==> config.mk <==
export PLATFORM = sky130hd
export DESIGN_NAME = ysyx_25040105_exec_ctrl
export DESIGN_NICKNAME = d
export VERILOG_FILES = /design/src/rtl/ysyx_25040105_pkg.sv /design/src/rtl/ysyx_25040105_perf_cnt.sv /design/src/rtl/ysyx_25040105_exec_ctrl.sv
export SDC_FILE = /design/constraint.sdc
export NUM_CORES = 1
export LEC_CHECK = 0
export BUFFER_PORTS_ARGS = -buffer_cell sky130_fd_sc_hd__buf_2
export CAP_MARGIN = 20
export CORE_UTILIZATION = 54
export DETAILED_ROUTE_END_ITERATION = 7
export GPL_ROUTABILITY_DRIVEN = 0
export PLACE_DENSITY = 0.8
export SKIP_CTS_REPAIR_TIMING = 1
export SYNTH_ARGS = -nofsm -noshare
export SYNTH_HDL_FRONTEND = slang
export SYNTH_SLANG_ARGS = --single-unit
==> constraint.sdc <==
create_clock -name clk -period 5.7 [get_ports clk]
set_input_delay 0.855 -clock clk [delete_from_list [all_inputs] [get_ports clk]]
set_output_delay 0.855 -clock clk [all_outputs]
set_load 0.02 [all_outputs]
==> src/rtl/ysyx_25040105_pkg.sv <==
// ysyx_25040105_pkg: sequencer state encoding and halt codes shared by the core control blocks
package ysyx_25040105_pkg;
  typedef enum logic [2:0] {
    S_IDLE = 3'd0,
    S_IF   = 3'd1,
    S_ID   = 3'd2,
    S_EX   = 3'd3,
    S_MEM  = 3'd4,
    S_WB   = 3'd5,
    S_HALT = 3'd6
  } state_t;
  localparam logic [1:0] HALT_EBREAK  = 2'd0;
  localparam logic [1:0] HALT_ILLEGAL = 2'd1;
  localparam logic [1:0] HALT_TIMEOUT = 2'd2;
  function automatic logic is_active(input state_t s);
    return s != S_IDLE && s != S_HALT;
  endfunction
endpackage

==> src/rtl/ysyx_25040105_perf_cnt.sv <==
// ysyx_25040105_perf_cnt: free-running cycle and retired-instruction counters, wrapping modulo 2^CNT_W
module ysyx_25040105_perf_cnt #(
  parameter int CNT_W = 64
) (
  input  logic             clk,
  input  logic             rst,
  input  logic             cyc_inc,
  input  logic             ret_inc,
  output logic [CNT_W-1:0] cycle_cnt,
  output logic [CNT_W-1:0] instret
);
  always_ff @(posedge clk or posedge rst) begin
    if (rst) begin
      cycle_cnt <= '0;
      instret   <= '0;
    end else begin
      if (cyc_inc) cycle_cnt <= cycle_cnt + CNT_W'(1);
      if (ret_inc) instret <= instret + CNT_W'(1);
    end
  end
endmodule

==> src/rtl/ysyx_25040105_exec_ctrl.sv <==
// ysyx_25040105_exec_ctrl: multi-cycle IF/ID/EX/MEM/WB sequencer with handshake timeout and halt logic
module ysyx_25040105_exec_ctrl
  import ysyx_25040105_pkg::*;
#(
  parameter int TIMEOUT = 255,
  parameter int TO_W    = 8,
  parameter int CNT_W   = 64
) (
  input  logic             clk,
  input  logic             rst,
  input  logic             start,
  output logic             ifu_req,
  input  logic             ifu_rvalid,
  output logic             ir_en,
  input  logic             dec_reg_wen,
  input  logic             dec_is_load,
  input  logic             dec_is_store,
  input  logic             dec_is_ebreak,
  input  logic             dec_illegal,
  output logic             lsu_req,
  output logic             lsu_we,
  input  logic             lsu_ack,
  output logic             pc_wen,
  output logic             rf_wen,
  output logic             halt,
  output logic [1:0]       halt_code,
  output logic [2:0]       state,
  output logic [CNT_W-1:0] cycle_cnt,
  output logic [CNT_W-1:0] instret
);
  state_t          st;
  logic [TO_W-1:0] wait_cnt;
  logic            timeout;
  // Timeout fires on the cycle whose increment would make the count reach TIMEOUT, so a handshake in that same cycle still wins.
  assign timeout = wait_cnt == TO_W'(TIMEOUT - 1);
  always_ff @(posedge clk or posedge rst) begin
    if (rst) begin
      st        <= S_IDLE;
      wait_cnt  <= '0;
      halt_code <= HALT_EBREAK;
    end else begin
      case (st)
        S_IDLE: begin
          wait_cnt <= '0;
          if (start) st <= S_IF;
        end
        S_IF: begin
          wait_cnt <= wait_cnt + TO_W'(1);
          if (ifu_rvalid) st <= S_ID;
          else if (timeout) begin
            st        <= S_HALT;
            halt_code <= HALT_TIMEOUT;
          end
        end
        S_ID: begin
          if (dec_is_ebreak) begin
            st        <= S_HALT;
            halt_code <= HALT_EBREAK;
          end else if (dec_illegal) begin
            st        <= S_HALT;
            halt_code <= HALT_ILLEGAL;
          end else st <= S_EX;
        end
        S_EX: begin
          wait_cnt <= '0;
          st       <= (dec_is_load | dec_is_store) ? S_MEM : S_WB;
        end
        S_MEM: begin
          wait_cnt <= wait_cnt + TO_W'(1);
          if (lsu_ack) st <= S_WB;
          else if (timeout) begin
            st        <= S_HALT;
            halt_code <= HALT_TIMEOUT;
          end
        end
        S_WB: begin
          wait_cnt <= '0;
          st       <= S_IF;
        end
        default: st <= S_HALT;
      endcase
    end
  end
  assign state   = st;
  assign halt    = st == S_HALT;
  assign ifu_req = st == S_IF;
  assign ir_en   = ifu_req & ifu_rvalid;
  assign lsu_req = st == S_MEM;
  assign lsu_we  = lsu_req & dec_is_store;
  assign pc_wen  = st == S_WB;
  assign rf_wen  = pc_wen & dec_reg_wen & ~dec_is_store;
  ysyx_25040105_perf_cnt #(.CNT_W(CNT_W)) u_perf (
    .clk      (clk),
    .rst      (rst),
    .cyc_inc  (is_active(st)),
    .ret_inc  (pc_wen),
    .cycle_cnt(cycle_cnt),
    .instret  (instret)
  );
endmodule

=== Word-level counts from Yosys, hierarchy flattened ===
Cells that the tools add are included.

* Bits in registers: 141
* Input port bits: 10
* Output and inout bits: 140
* Logic and storage cells: 49

* $add $sub $neg: 3
* Equality and inequality tests: 12
* Multiplexer cells: 15
* Bitwise operators: 6
* Reductions and logical operators: 8

{| class="wikitable"
|+ Operators by type and width
! kind !! count
|-
| $add A64 B1 Y64 const B || 2
|-
| $mux W3 || 6
|-
| $pmux W3 S6 || 1
|-
| $pmux W8 S2 || 1
|-
| $mux W2 || 5
|-
| $eq A3 B3 Y1 const B || 3
|-
| $add A8 B1 Y8 const B || 1
|-
| $eq A8 B8 Y1 const B || 1
|-
| $eq A3 B2 Y1 const B || 2
|-
| $ne A2 B2 Y1 const B || 3
|-
| $ne A3 B3 Y1 const B || 2
|-
| $pmux W2 S3 || 1
|-
| $reduce_bool A3 Y1 || 2
|-
| $and A1 B1 Y1 || 4
|-
| $reduce_and A4 Y1 || 1
|-
| $eq A3 B1 Y1 const B || 1
|-
| $logic_not A3 Y1 || 1
|-
| $reduce_or A3 Y1 || 1
|-
| $reduce_bool A2 Y1 || 1
|-
| $reduce_or A2 Y1 || 1
|-
| $logic_and A1 B1 Y1 || 1
|-
| $mux W1 || 1
|-
| $not A1 Y1 || 1
|-
| $or A1 B1 Y1 || 1
|}

=== Longest topological paths before layout ===
* Depth in word-level cells: 4
* Mapped depth: 8
* Depth with buffers taken out: 6

=== Hierarchy ===
A second synthesis with hierarchy kept.

* Cell total of the unflattened synthesis: 663
* Area total of the unflattened synthesis: 6,867.8 um^2

{| class="wikitable"
|+ By module, submodules not included
! module !! instances !! cells an instance !! area each (um^2) !! sequential area each (um^2)
|-
| ysyx_25040105_perf_cnt || 1 || 564 || 6,005.8 || 3,203.1
|-
| ysyx_25040105_exec_ctrl || 1 || 99 || 862.1 || 325.3
|}

=== Worst setup path before layout ===
OpenSTA, ideal clock, no wires.

* Kind: register -> output
* From: reg st[0] (netlist: state[0])
* To: out ir_en
* Data arrival time: 1.583 ns
* Data required time: 4.845 ns
* Slack: 3.262 ns
* Cell stages (with the launch flop): 5
* Path buffers: 2
* Path through: dfrtp_1 -> buf_1 -> nand2b_1 -> clkbuf_1 -> nor3_1

* Word-level cells in the longest chain between the ends: 2

{| class="wikitable"
|+ RTL lines
! element !! RTL line !! text
|-
| from (decl) || ysyx_25040105_exec_ctrl.sv:31 || <nowiki>state_t st;</nowiki>
|-
| from (signal assigned) || ysyx_25040105_exec_ctrl.sv:66 || <nowiki>st <= (dec_is_load | dec_is_store) ? S_MEM : S_WB;</nowiki>
|-
| $eq A3 B1 Y1 || ysyx_25040105_exec_ctrl.sv:86 || <nowiki>assign ifu_req = st == S_IF;</nowiki>
|-
| $and A1 B1 Y1 || ysyx_25040105_exec_ctrl.sv:87 || <nowiki>assign ir_en = ifu_req & ifu_rvalid;</nowiki>
|-
| to (decl) || ysyx_25040105_exec_ctrl.sv:14 || <nowiki>output logic ir_en,</nowiki>
|}

No other way between the ends.

=== Worst setup path in the final report ===
* From: reg st[1] (netlist: state[1])
* To: reg u_perf.cycle_cnt[43]

* Word-level cells in the longest chain between the ends: 2
* Elaborated cells between the ends (all ways): 3
* Classes of those cells: 1 x eq/ne; 2 x reduce/logical

{| class="wikitable"
|+ RTL lines
! element !! RTL line !! text
|-
| $ne A3 B3 Y1 / $reduce_bool A3 Y1 (equally long branches) || ysyx_25040105_pkg.sv:16 || <nowiki>return s != S_IDLE && s != S_HALT;</nowiki>
|-
| $logic_and A1 B1 Y1 (*) || ysyx_25040105_pkg.sv:16 ||
|-
| to (signal assigned) || ysyx_25040105_perf_cnt.sv:17 || <nowiki>if (cyc_inc) cycle_cnt <= cycle_cnt + CNT_W'(1);</nowiki>
|-
| to (decl) || ysyx_25040105_perf_cnt.sv:9 || <nowiki>output logic [CNT_W-1:0] cycle_cnt,</nowiki>
|}

Mark *: on every way between the ends. The rest lies on a longest branch, timed or not.
A chain may end at the register's enable or synchronous reset.

==> impl_metrics.toml <==
[clock_network]
cts_max_level = 4
clock_tree_from_tritoncts = "done"
clock_tree.root_cell = "sky130_fd_sc_hd__clkbuf_16"
clk_pin_slew_worst_paths_ps = 60
worst_skew_pair.late_latency_ps = 420
clock_sink_count = 141
clockBufferDepth = 2
numCtsBuffers = 17

[timing]
clock.fmax_mhz = 324
worst_slew_margin_rel = 0.342
finalMaxSlewViolations = 0
total_count_of_hold_check_failures_in_the_final_report = 0
period_needed_ps = 3090
layout_worst_path_cycle_share = 0.541
total_negative_slack_for_setup_checks_ps = 0
rsz0062_at_grt = "false"
fin_worst_skew_ps = 6.72
timing_worst_slew_pin_value_ps = 978
setup_viol = 0

[finish]
area_delta_synth_final_pct = 22.5
antenna-diode-count = 0
filler_cell_count = 906
final_layout_size_suffix_gt1_frac = 0.237
nNetsFinal = 821

[floorplan]
num_io_pins = 150
die_height_um = 113
die_area_um2 = 12800
die_w_um = 113
rows = 40
floorplan.core_area_um2 = 12100
start_util = 0.555

[logic_synthesis]
edff_count_synth = 0
mappedNetlistArea_um2 = 6690
ys_async_sr_fraction = 1.00
synth_warnings = 0
postSynthNetCount = 666
syn_inst = 652
post_synth_num_cell_types = 44
dominantRegCellSynth = "sky130_fd_sc_hd__dfrtp_1"
ys_seq_area_frac = 0.527
postSynthRegisterBits = 141
mean_syn_cell_area_um2 = 10.3

[worst_setup_path]
worst_path_largest_cell_delay_ps = 810
setup.reg_to_reg.worst_slack_ps = 2610
regToRegEndpoint = "u_perf.cycle_cnt[43]"
path_common_cell = "sky130_fd_sc_hd__xor2_1"
critical_path_required_ps = 6040
worst_r2r_path_depth = 5
worstSetupEndpointType = "flip-flop"
critPathTopFamily = "simple AND/OR/NAND/NOR gates"
setup.worst_path.start_class = "flip-flop"
worst_r2r_src = "state[1]"
critPathSlowestCell = "sky130_fd_sc_hd__nand4_1"
crit_path_max_fanout = 23
cp_cell_sequence = "xor2_1, o2111a_1, nand4_1, nor4_1, xor2_1"
timing.critical_path.buf_inv = 0
critPathKind = "reg -> reg"
timing.critical_path.arrival_ps = 3430

[pwr]
worst_ir_drop_vdd_mv = 0.154
power.internal_mw = 1.74
combPwrFrac = 0.012
power_density_nw_per_um2 = 263
power_frac_seq = 0.466
p_clk_frac = 0.522
power.switching_fraction = 0.194
report.power.total_mw = 2.15
switchingPower_mw = 0.417
p_leak_nw = 4.31

[grt]
grtUsageMet3 = 0.0461
busiest_layer = "met2"
grt_first_pass_wirelength_um = 26000
grt_pass1_vias = 5416
grt_util_all_layers = 0.255
global_route.usage.met1 = 0.336
grt_remaining_overflow = 0
groute.layer.met2.usage = 0.412
grt_start_max_net_pins = 77
initial_antenna_violation_count = 0

[route]
totalWireLength_um = 15600
antenna_violating_nets_post_route = 0
detail_route.first_pass.iterations = 6
vias = 5620
avgViaCountPerCell = 5.69
initialDrtViolationCount = 469
drt-wirelength-per-cell_um = 15.8
drt_drc_violations_left = 0

[status]
run_status = "completed"

[hold_path]
worstHoldPathType = "reg -> reg"
min_delay_worst_endpoint = "u_perf.instret[63]"
min_from = "u_perf.instret[63]"
hold-path-cell-count = 1

[placed_design]
dp.final_hpwl_um = 10800
portBuffers = 149

[flow_run]
drv.max_cap_violation_count = 0
==> sequential cells by signal, indices dropped and copies added (netlist names) <==
register	flops
u_perf.instret	64
state	3
wait_cnt	8
u_perf.cycle_cnt	64
halt_code	2
==> final cells by class <==
class / instances / area, um^2 / share of cell area
clock buffers: 24 / 492 / 0.0600
multi-input cells: 477 / 3020 / 0.369
inverters: 20 / 80.1 / 0.00977
repair buffers: 150 / 753 / 0.0919
flip-flops and latches: 141 / 3530 / 0.431
well taps: 168 / 210 / 0.0256
clock inverters: 7 / 110 / 0.0134
==> metrics by stage <==
| stage | utilization | worst slack, ps | instance area, um^2 | hold WS (ps) | cells |
|---|---|---|---|---|---|
| floorplan | - | 1060 | 6690 | 501 | 652 |
| global placement | 0.630 | 2760 | 7590 | 455 | 956 |
| detailed placement | 0.630 | 2600 | 7590 | 466 | 956 |
| CTS | 0.679 | 2580 | 8200 | 473 | 987 |
| global route | 0.679 | 2240 | 8200 | 493 | 987 |
| finish | 0.679 | 2610 | 8200 | 463 | 987 |
==> cell usage after synthesis (2+ instances only) <==
library cell | instances | area, um^2
sky130_fd_sc_hd__dfrtp_1 | 141 | 3530
sky130_fd_sc_hd__xor2_1 | 87 | 762
sky130_fd_sc_hd__nand2_1 | 67 | 251
sky130_fd_sc_hd__nor2_1 | 54 | 203
sky130_fd_sc_hd__nor3_1 | 48 | 240
sky130_fd_sc_hd__nand3_1 | 46 | 230
sky130_fd_sc_hd__xnor2_1 | 45 | 394
sky130_fd_sc_hd__nand4_1 | 37 | 231
sky130_fd_sc_hd__nor4_1 | 25 | 156
sky130_fd_sc_hd__inv_1 | 20 | 75.1
sky130_fd_sc_hd__and3_1 | 10 | 62.6
sky130_fd_sc_hd__a21oi_1 | 6 | 30.0
sky130_fd_sc_hd__and4_1 | 6 | 52.6
sky130_fd_sc_hd__clkbuf_1 | 6 | 22.5
sky130_fd_sc_hd__or2_2 | 6 | 37.5
sky130_fd_sc_hd__buf_2 | 5 | 25.0
sky130_fd_sc_hd__ha_1 | 4 | 50.1
sky130_fd_sc_hd__or3_1 | 4 | 25.0
sky130_fd_sc_hd__a211oi_1 | 3 | 22.5
sky130_fd_sc_hd__nand2b_1 | 3 | 18.8
sky130_fd_sc_hd__nor4_2 | 3 | 37.5
sky130_fd_sc_hd__buf_1 | 2 | 7.51
sky130_fd_sc_hd__o21ai_0 | 2 | 10.0
sky130_fd_sc_hd__o31ai_1 | 2 | 15.0
==> cells in the final DEF (no fill, tap or decap), drive strengths merged, types with 6 or more instances in the layout <==
cell	n
xor2	87
nand2	67
buf	150
and4	6
nor2	54
clkbuf	24
xnor2	45
a21oi	6
nand3	46
or2	6
inv	20
and3	10
nor4	28
nand4	38
dfrtp	141
nor3	49
==> layer usage <==
layer	part of all wire	wire length [um]
met5	0	0
met4	0.021	327
met3	0.048	743
met2	0.49	7680
met1	0.44	6810
==> worst register-to-register path: cells and delay by family (launching register included) <==
family | cells | cell delay (ps)
and+or+nand+nor | 2 | 1470
xor gates and xnor gates | 2 | 480
DFF | 1 | 710
AOI/OAI and AO/OA | 1 | 360
==> cells by family after synthesis <==
logic type	after synthesis	share of synthesized area
adders and majority gates	4	0.00748
AOI/OAI and AO/OA	21	0.0219
buffers and inverters	34	0.0211
xor gates and xnor gates	132	0.173
muxes	2	0.00318
and+or+nand+nor	318	0.246
DFF	141	0.527
==> worst max path at each step <==
| stage | depth (start not counted) | to | from |
|---|---|---|---|
| 6_report | 5 | u_perf.cycle_cnt[43] | state[1] |
| 5_1_grt | 5 | u_perf.cycle_cnt[43] | state[1] |
| 4_1_cts | 5 | u_perf.cycle_cnt[43] | state[1] |
| 3_5_place_dp | 5 | u_perf.cycle_cnt[43] | state[1] |
| 3_3_place_gp | 5 | u_perf.cycle_cnt[43] | state[1] |
| 2_1_floorplan | 1 | halt_code[0] | rst |
==> power by group through the flow <==
stage                     Clock, mW  Sequential [mW]  Combinational (mW)
after floorplan                   0             1.02              0.0163
after global placement            0             1.02              0.0268
after CTS                      1.14             1.00              0.0281
final                          1.12             1.00              0.0266
after global routing           1.19             1.00              0.0316
after detailed placement          0             1.02              0.0279
Note: power is estimated with default switching activity, not from simulation.
